===== src/rtl/ntt_core_wmm_clbu_pp_tag_gen_if.sv =====
// Command and tagged-coefficient bus of the CLBU+PP tag generator.
interface ntt_core_wmm_clbu_pp_tag_gen_if #(
    parameter int unsigned LANES     = 16,
    parameter int unsigned MOD_NTT_W = 64,
    parameter int unsigned BPBS_ID_W = 4
);
    logic                         cmd_vld;
    logic                         cmd_rdy;
    logic [15:0]                  cmd_batch_start;
    logic [15:0]                  cmd_batch_nb;
    logic [BPBS_ID_W:0]           cmd_pbs_nb;
    logic                         gen_en;
    logic [LANES*MOD_NTT_W-1:0]   out_data;
    logic                         out_avail;
    logic                         out_sob;
    logic                         out_eob;
    logic                         out_sol;
    logic                         out_eol;
    logic                         busy;
    logic                         done;

    // Stimulus side: issues commands and enables, observes the stream.
    modport master (
        output cmd_vld, cmd_batch_start, cmd_batch_nb, cmd_pbs_nb, gen_en,
        input  cmd_rdy, out_data, out_avail, out_sob, out_eob, out_sol, out_eol, busy, done
    );

    // Generator side.
    modport slave (
        input  cmd_vld, cmd_batch_start, cmd_batch_nb, cmd_pbs_nb, gen_en,
        output cmd_rdy, out_data, out_avail, out_sob, out_eob, out_sol, out_eol, busy, done
    );
endinterface


===== src/rtl/ntt_core_wmm_clbu_pp_tag_gen.sv =====
// Tagged-coefficient generator feeding the CLBU+PP input: every lane carries
// {val, batch_id, pbs_id, stg_iter} so the downstream checker can trace it.
module ntt_core_wmm_clbu_pp_tag_gen #(
    parameter int unsigned R           = 2,
    parameter int unsigned PSI         = 8,
    parameter int unsigned BPBS_NB     = 16,
    parameter int unsigned STG_ITER_NB = 8,
    parameter int unsigned MOD_NTT_W   = 64
) (
    input logic                              clk,
    input logic                              s_rst,
    ntt_core_wmm_clbu_pp_tag_gen_if.slave    bus
);
    localparam int unsigned LANES       = PSI * R;
    localparam int unsigned BPBS_ID_W   = $clog2(BPBS_NB);
    localparam int unsigned STG_ITER_W  = $clog2(STG_ITER_NB);
    localparam int unsigned BATCH_NB_W  = 16;
    localparam int unsigned VAL_W       = MOD_NTT_W - BATCH_NB_W - BPBS_ID_W - STG_ITER_W;
    localparam int unsigned PBS_NB_W    = BPBS_ID_W + 1;
    localparam int unsigned DATA_W      = LANES * MOD_NTT_W;

    typedef enum logic [1:0] {ST_IDLE, ST_RUN, ST_DONE} state_e;

    state_e                  state_q, state_d;
    logic [BATCH_NB_W-1:0]   batch_start_q, batch_start_d;
    logic [BATCH_NB_W-1:0]   batch_nb_q, batch_nb_d;
    logic [BPBS_ID_W-1:0]    pbs_last_q, pbs_last_d;
    logic [BPBS_ID_W-1:0]    pbs_q, pbs_d;
    logic [STG_ITER_W-1:0]   stg_q, stg_d;
    logic [BATCH_NB_W-1:0]   batch_q, batch_d;
    logic [DATA_W-1:0]       data_q, data_d;
    logic                    avail_q, avail_d;
    logic                    sob_q, sob_d;
    logic                    eob_q, eob_d;
    logic                    sol_q, sol_d;
    logic                    eol_q, eol_d;
    logic                    busy_q, busy_d;
    logic                    done_q, done_d;
    logic                    cmd_rdy_q, cmd_rdy_d;

    logic [BATCH_NB_W-1:0]   batch_id;
    logic                    pbs_wrap;
    logic                    stg_wrap;
    logic                    last_word;

    // Next-state, counter advance and registered-output computation.
    always_comb begin
        state_d       = state_q;
        batch_start_d = batch_start_q;
        batch_nb_d    = batch_nb_q;
        pbs_last_d    = pbs_last_q;
        pbs_d         = pbs_q;
        stg_d         = stg_q;
        batch_d       = batch_q;
        data_d        = data_q;
        avail_d       = 1'b0;
        sob_d         = 1'b0;
        eob_d         = 1'b0;
        sol_d         = 1'b0;
        eol_d         = 1'b0;

        batch_id  = batch_start_q + batch_q;
        pbs_wrap  = (pbs_q == pbs_last_q);
        stg_wrap  = (stg_q == STG_ITER_W'(STG_ITER_NB - 1));
        last_word = pbs_wrap && stg_wrap && (batch_q == batch_nb_q - 16'd1);

        case (state_q)
            ST_IDLE: begin
                if (bus.cmd_vld && cmd_rdy_q) begin
                    batch_start_d = bus.cmd_batch_start;
                    batch_nb_d    = bus.cmd_batch_nb;
                    // pbs_nb is clamped to [1,BPBS_NB]; keep it as the last pbs_id.
                    if (bus.cmd_pbs_nb == '0) begin
                        pbs_last_d = '0;
                    end else if (bus.cmd_pbs_nb > PBS_NB_W'(BPBS_NB)) begin
                        pbs_last_d = BPBS_ID_W'(BPBS_NB - 1);
                    end else begin
                        pbs_last_d = BPBS_ID_W'(bus.cmd_pbs_nb - PBS_NB_W'(1));
                    end
                    pbs_d   = '0;
                    stg_d   = '0;
                    batch_d = '0;
                    state_d = (bus.cmd_batch_nb != '0) ? ST_RUN : ST_DONE;
                end
            end
            ST_RUN: begin
                if (bus.gen_en) begin
                    avail_d = 1'b1;
                    sol_d   = (pbs_q == '0);
                    eol_d   = pbs_wrap;
                    sob_d   = (pbs_q == '0) && (stg_q == '0);
                    eob_d   = pbs_wrap && stg_wrap;
                    for (int unsigned l = 0; l < LANES; l++) begin
                        data_d[l*MOD_NTT_W +: MOD_NTT_W] = {VAL_W'(l), batch_id, pbs_q, stg_q};
                    end
                    // pbs_id innermost, then stg_iter, then batch.
                    if (pbs_wrap) begin
                        pbs_d = '0;
                        if (stg_wrap) begin
                            stg_d   = '0;
                            batch_d = batch_q + 16'd1;
                        end else begin
                            stg_d = stg_q + STG_ITER_W'(1);
                        end
                    end else begin
                        pbs_d = pbs_q + BPBS_ID_W'(1);
                    end
                    if (last_word) begin
                        state_d = ST_DONE;
                    end
                end
            end
            ST_DONE: begin
                state_d = ST_IDLE;
            end
            default: begin
                state_d = ST_IDLE;
            end
        endcase

        cmd_rdy_d = (state_d == ST_IDLE);
        busy_d    = (state_d == ST_RUN);
        done_d    = (state_d == ST_DONE);
    end

    // State, counters and output registers; reset aborts any command.
    always_ff @(posedge clk) begin
        if (s_rst) begin
            state_q       <= ST_IDLE;
            batch_start_q <= '0;
            batch_nb_q    <= '0;
            pbs_last_q    <= '0;
            pbs_q         <= '0;
            stg_q         <= '0;
            batch_q       <= '0;
            data_q        <= '0;
            avail_q       <= 1'b0;
            sob_q         <= 1'b0;
            eob_q         <= 1'b0;
            sol_q         <= 1'b0;
            eol_q         <= 1'b0;
            busy_q        <= 1'b0;
            done_q        <= 1'b0;
            cmd_rdy_q     <= 1'b0;
        end else begin
            state_q       <= state_d;
            batch_start_q <= batch_start_d;
            batch_nb_q    <= batch_nb_d;
            pbs_last_q    <= pbs_last_d;
            pbs_q         <= pbs_d;
            stg_q         <= stg_d;
            batch_q       <= batch_d;
            data_q        <= data_d;
            avail_q       <= avail_d;
            sob_q         <= sob_d;
            eob_q         <= eob_d;
            sol_q         <= sol_d;
            eol_q         <= eol_d;
            busy_q        <= busy_d;
            done_q        <= done_d;
            cmd_rdy_q     <= cmd_rdy_d;
        end
    end

    assign bus.cmd_rdy   = cmd_rdy_q;
    assign bus.out_data  = data_q;
    assign bus.out_avail = avail_q;
    assign bus.out_sob   = sob_q;
    assign bus.out_eob   = eob_q;
    assign bus.out_sol   = sol_q;
    assign bus.out_eol   = eol_q;
    assign bus.busy      = busy_q;
    assign bus.done      = done_q;
endmodule


===== src/flat_wrapper.sv =====
// flat-port wrapper written by rule: the top's interface ports become plain ports
module ntt_core_wmm_clbu_pp_tag_gen_flat 
#(
    parameter int unsigned R           = 2,
    parameter int unsigned PSI         = 8,
    parameter int unsigned BPBS_NB     = 16,
    parameter int unsigned STG_ITER_NB = 8,
    parameter int unsigned MOD_NTT_W   = 64
)
  (clk, s_rst, bus_cmd_vld, bus_cmd_batch_start, bus_cmd_batch_nb, bus_cmd_pbs_nb, bus_gen_en, bus_cmd_rdy, bus_out_data, bus_out_avail, bus_out_sob, bus_out_eob, bus_out_sol, bus_out_eol, bus_busy, bus_done);
  ntt_core_wmm_clbu_pp_tag_gen_if #(.LANES((16)), .MOD_NTT_W(MOD_NTT_W), .BPBS_ID_W(4)) bus_i ();
  input logic clk;
  input logic s_rst;
  input wire logic [$bits(bus_i.cmd_vld)-1:0] bus_cmd_vld;
  input wire logic [$bits(bus_i.cmd_batch_start)-1:0] bus_cmd_batch_start;
  input wire logic [$bits(bus_i.cmd_batch_nb)-1:0] bus_cmd_batch_nb;
  input wire logic [$bits(bus_i.cmd_pbs_nb)-1:0] bus_cmd_pbs_nb;
  input wire logic [$bits(bus_i.gen_en)-1:0] bus_gen_en;
  output wire logic [$bits(bus_i.cmd_rdy)-1:0] bus_cmd_rdy;
  output wire logic [$bits(bus_i.out_data)-1:0] bus_out_data;
  output wire logic [$bits(bus_i.out_avail)-1:0] bus_out_avail;
  output wire logic [$bits(bus_i.out_sob)-1:0] bus_out_sob;
  output wire logic [$bits(bus_i.out_eob)-1:0] bus_out_eob;
  output wire logic [$bits(bus_i.out_sol)-1:0] bus_out_sol;
  output wire logic [$bits(bus_i.out_eol)-1:0] bus_out_eol;
  output wire logic [$bits(bus_i.busy)-1:0] bus_busy;
  output wire logic [$bits(bus_i.done)-1:0] bus_done;
  assign bus_i.cmd_vld = bus_cmd_vld;
  assign bus_i.cmd_batch_start = bus_cmd_batch_start;
  assign bus_i.cmd_batch_nb = bus_cmd_batch_nb;
  assign bus_i.cmd_pbs_nb = bus_cmd_pbs_nb;
  assign bus_i.gen_en = bus_gen_en;
  assign bus_cmd_rdy = bus_i.cmd_rdy;
  assign bus_out_data = bus_i.out_data;
  assign bus_out_avail = bus_i.out_avail;
  assign bus_out_sob = bus_i.out_sob;
  assign bus_out_eob = bus_i.out_eob;
  assign bus_out_sol = bus_i.out_sol;
  assign bus_out_eol = bus_i.out_eol;
  assign bus_busy = bus_i.busy;
  assign bus_done = bus_i.done;
  ntt_core_wmm_clbu_pp_tag_gen #(.R(R), .PSI(PSI), .BPBS_NB(BPBS_NB), .STG_ITER_NB(STG_ITER_NB), .MOD_NTT_W(MOD_NTT_W)) u_core (.clk(clk), .s_rst(s_rst), .bus(bus_i));
endmodule

===== config.mk =====
export PLATFORM = sky130hd
export DESIGN_NAME = ntt_core_wmm_clbu_pp_tag_gen_flat
export DESIGN_NICKNAME = d
export VERILOG_FILES = /design/src/rtl/ntt_core_wmm_clbu_pp_tag_gen_if.sv /design/src/rtl/ntt_core_wmm_clbu_pp_tag_gen.sv /design/src/flat_wrapper.sv
export SDC_FILE = /design/constraint.sdc
export NUM_CORES = 1
export LEC_CHECK = 0
export CAP_MARGIN = 20
export CORE_AREA = 10 10 413 415
export DETAILED_ROUTE_END_ITERATION = 7
export DIE_AREA = 0 0 423 425
export SKIP_CTS_REPAIR_TIMING = 1
export SYNTH_ARGS = -nofsm -noshare
export SYNTH_HDL_FRONTEND = slang
export SYNTH_SLANG_ARGS = --single-unit

===== constraint.sdc =====
create_clock -name clk -period 2.5 [get_ports clk]
set_input_delay 0.5 -clock clk [delete_from_list [all_inputs] [get_ports clk]]
set_output_delay 0.5 -clock clk [all_outputs]
set_load 0.02 [all_outputs]

==> metrics.cfg <==
[sta]
hold_violations=0
tns_ns=0
setup_viol=0
max_freq_mhz=422.1
rsz0062_at_grt=no
finalCritPeriodShare_pct=94.76
slew_viol_final=0
whs_ns=0.4599
fin_ws_ns=0.1310
worst_pin_slew_ns=0.6759
relSlewSlack_pct=54.88
fin_skew_ns=0.007505
period_minus_slack_ns=2.369

[hold_path]
hold_path.class=reg2reg
holdPathStages=2

[critical_path]
crit_start=u_core.batch_nb_q[0]
path_max_fanout=6
worstSetupEndpoint=u_core.bus.busy
rrSetupSlack_ns=0.13
crit_path_end_kind=flip-flop
cp.arrival_ns=2.67
path_cells=inv_1 -> ha_1 -> buf_4 -> and2_1 -> a211o_2 -> a31oi_1 -> nor4_4 -> a41oi_1 -> o21ba_1
critical_path.slowest_cell=dfxtp_1
cp.required_ns=2.80
rr_endpoint=u_core.bus.busy
worstRegToRegCells=9
path_class=reg2reg
r2r-start=u_core.batch_nb_q[0]
cpPeakStageDelay_ns=0.42
cp-start-kind=flip-flop

[drt]
postRouteWirelength_mm=44.28
wl_per_cell_um=11.39
vias=7767
drc=0
dr.pass1.iters=6
drtIter0Drc=151
avgViaCountPerCell=1.998
final_antenna_net_count=0

[layout]
design.final.nets=1766
syn2layout_area_growth_pct=22.46
final_core_util_pct=9.326
stdcell_area_mm2=0.01511
drive_gt1_share_pct=5.279

[grt]
grt_max_degree=46
grt-ovfl-total=0
grt_pass1_vias=8283
antenna_found_initial=25
grt_pass1_wl_mm=58.15
grt_use_total_pct=4.299

[synthesis]
synth_cells=1593
synth-main-ff-cell=dfxtp_1
synth_edf_count=0
synth.largest_area_cell=buf_4
synth_top_area_share_pct=60.84
netlist_top_cells_area=buf_4 61%, dfxtp_1 15%, nand2_1 3.6%
yosysSeqAreaShare_pct=15.09
avgSynthCellArea_um2=7.746
synth-warning-count=0
ys_ff_latch=93
yosysUniqueCellTypes=62
synthArstFlopShare_pct=0
netlist_area_mm2=0.01234

[clock_tree]
clockBufferDepth=2
cts.sinks=93
cts-root-buf=clkbuf_16
tritoncts=built
path_clk_slew_ns=0.07
cts_made_buffers=9
clk_latency_ns=0.36
cts.htree.levels=3

[run_status]
status=finished, final reports clean

[floorplan]
initial_core_util_pct=7.615
dieArea_mm2=0.1798
rows=148
core-area_mm2=0.1620
die_x_um=423
die_h_um=425
num_io_pins=1073

[placed_design]
dp_hpwl_mm=39.67
portBuffers=448
place_area_mm2=0.01476
gp_congestion=0.7310
place_ws_ns=0.09336

[power]
p_leak_nw=5.865
pwr_density_cell_mw_per_mm2=318.1
ir_drop_mv=0.2960

[job]
maxCapViolCount=0

-- cell type report --
class	instances	area (um^2)
antenna	8	20.02
clock buffer	11	242.7
clock inverter	4	72.57
fill	18900	146900
inverter	15	56.30
multi-input combinational	1082	5176
sequential	93	1862
tap	2175	2721
timing repair buffer	500	4960
-- cell usage after synthesis (all sizes together), types with 4 or more instances --
cell	instances
a21o	4
inv	15
a21oi	68
nand4	9
nand2	117
nand3	10
or3	4
a211oi	7
nor3	11
dfxtp	93
nor2b	8
buf	1001
o21a	5
o21ai	15
a31oi	8
nor2	52
clkbuf	25
nor4	11
xnor2	20
ha	23
and3	5
nand2b	6
xor2	29
-- kinds of logic after synthesis --
| kind of cell | after synthesis | synth area share, % |
|---|---|---|
| simple gates | 257 | 10.39 |
| buf+inv | 1041 | 62.10 |
| compound gates | 125 | 6.175 |
| mux | 2 | 0.1622 |
| flops | 93 | 15.09 |
| fa+ha+maj | 25 | 2.576 |
| other cells | 1 | 0.03039 |
| xor+xnor | 49 | 3.478 |
-- report_power, final --
| group | leakage (nW) | internal (W) | switching, W |
|---|---|---|---|
| Sequential | 0.754 | 0.00153 | 0.0000491 |
| Clock | 0.152 | 0.000897 | 0.000601 |
| Combinational | 4.96 | 0.000392 | 0.00134 |
| Total | 5.87 | 0.00282 | 0.00199 |
-- worst min-delay path by stage --
stage | startpoint | to
after floorplan | u_core.batch_start_q[0] | u_core.batch_start_q[0]
after global placement | u_core.bus.out_data[977] | u_core.bus.out_data[977]
after detailed placement | u_core.batch_start_q[5] | u_core.batch_start_q[5]
after CTS | u_core.batch_start_q[5] | u_core.batch_start_q[5]
after global routing | u_core.batch_start_q[11] | u_core.batch_start_q[11]
final | u_core.bus.out_data[977] | u_core.bus.out_data[977]
-- flip-flops by register name, indices dropped and copies added (netlist names) --
register	cells
u_core.bus.out_eob	1
u_core.batch_start_q	16
u_core.bus.out_sol	1
u_core.batch_q	16
u_core.bus.out_eol	1
u_core.bus.busy	1
u_core.bus.out_avail	1
u_core.state_q	2
u_core.batch_nb_q	16
u_core.pbs_last_q	4
u_core.bus.cmd_rdy	1
u_core.bus.done	1
u_core.bus.out_data	24
u_core.bus.out_sob	1
u_core.pbs_q	4
u_core.stg_q	3
-- per-stage QoR --
| stage | std cells | total power, W |
|---|---|---|
| after floorplan | 2216 | 0.003710 |
| after global routing | 3882 | 0.005021 |
| final | 3888 | 0.004806 |
| after global placement | 3865 | 0.003275 |
| after detailed placement | 3865 | 0.003289 |
| after CTS | 3880 | 0.004793 |
-- routing by layer --
layer / vias to the layer above / track usage (%) / wire length (um)
li1: 3654 / - / -
met1: 3584 / 3.808 / 14180
met2: 456 / 9.357 / 27000
met3: 73 / 0.9191 / 2157
met4: 0 / 1.248 / 941
met5: - / 0 / 0
-- cell usage in the layout, fill, tap and decap left out, types with 4 or more instances in the layout --
cell type / count
nand2b_1: 6
conb_1: 624
clkbuf_16: 9
dfxtp_1: 93
buf_12: 8
nor2_1: 51
nor4_1: 7
inv_1: 15
nand3_1: 10
and3_1: 5
nor2b_1: 8
a31oi_1: 8
o21ai_0: 14
xnor2_1: 20
o21a_1: 5
buf_4: 48
clkdlybuf4s50_1: 443
nor3_1: 9
nand4_1: 9
a211oi_1: 7
a21o_1: 4
a21oi_1: 68
nand2_1: 117
diode_2: 8
ha_1: 22
xor2_1: 29
-- worst max-delay path: cells and delay by family, from the launching register on --
kind	cells	cell delay (ns)
AO/OA/AOI/OAI	4	1.12
buffers and inverters	2	0.27
AND/OR/NAND/NOR	2	0.28
adder cells (fa/ha/maj)	1	0.22
flip-flops	1	0.42
No activity file was read; power rests on OpenSTA's default activity.
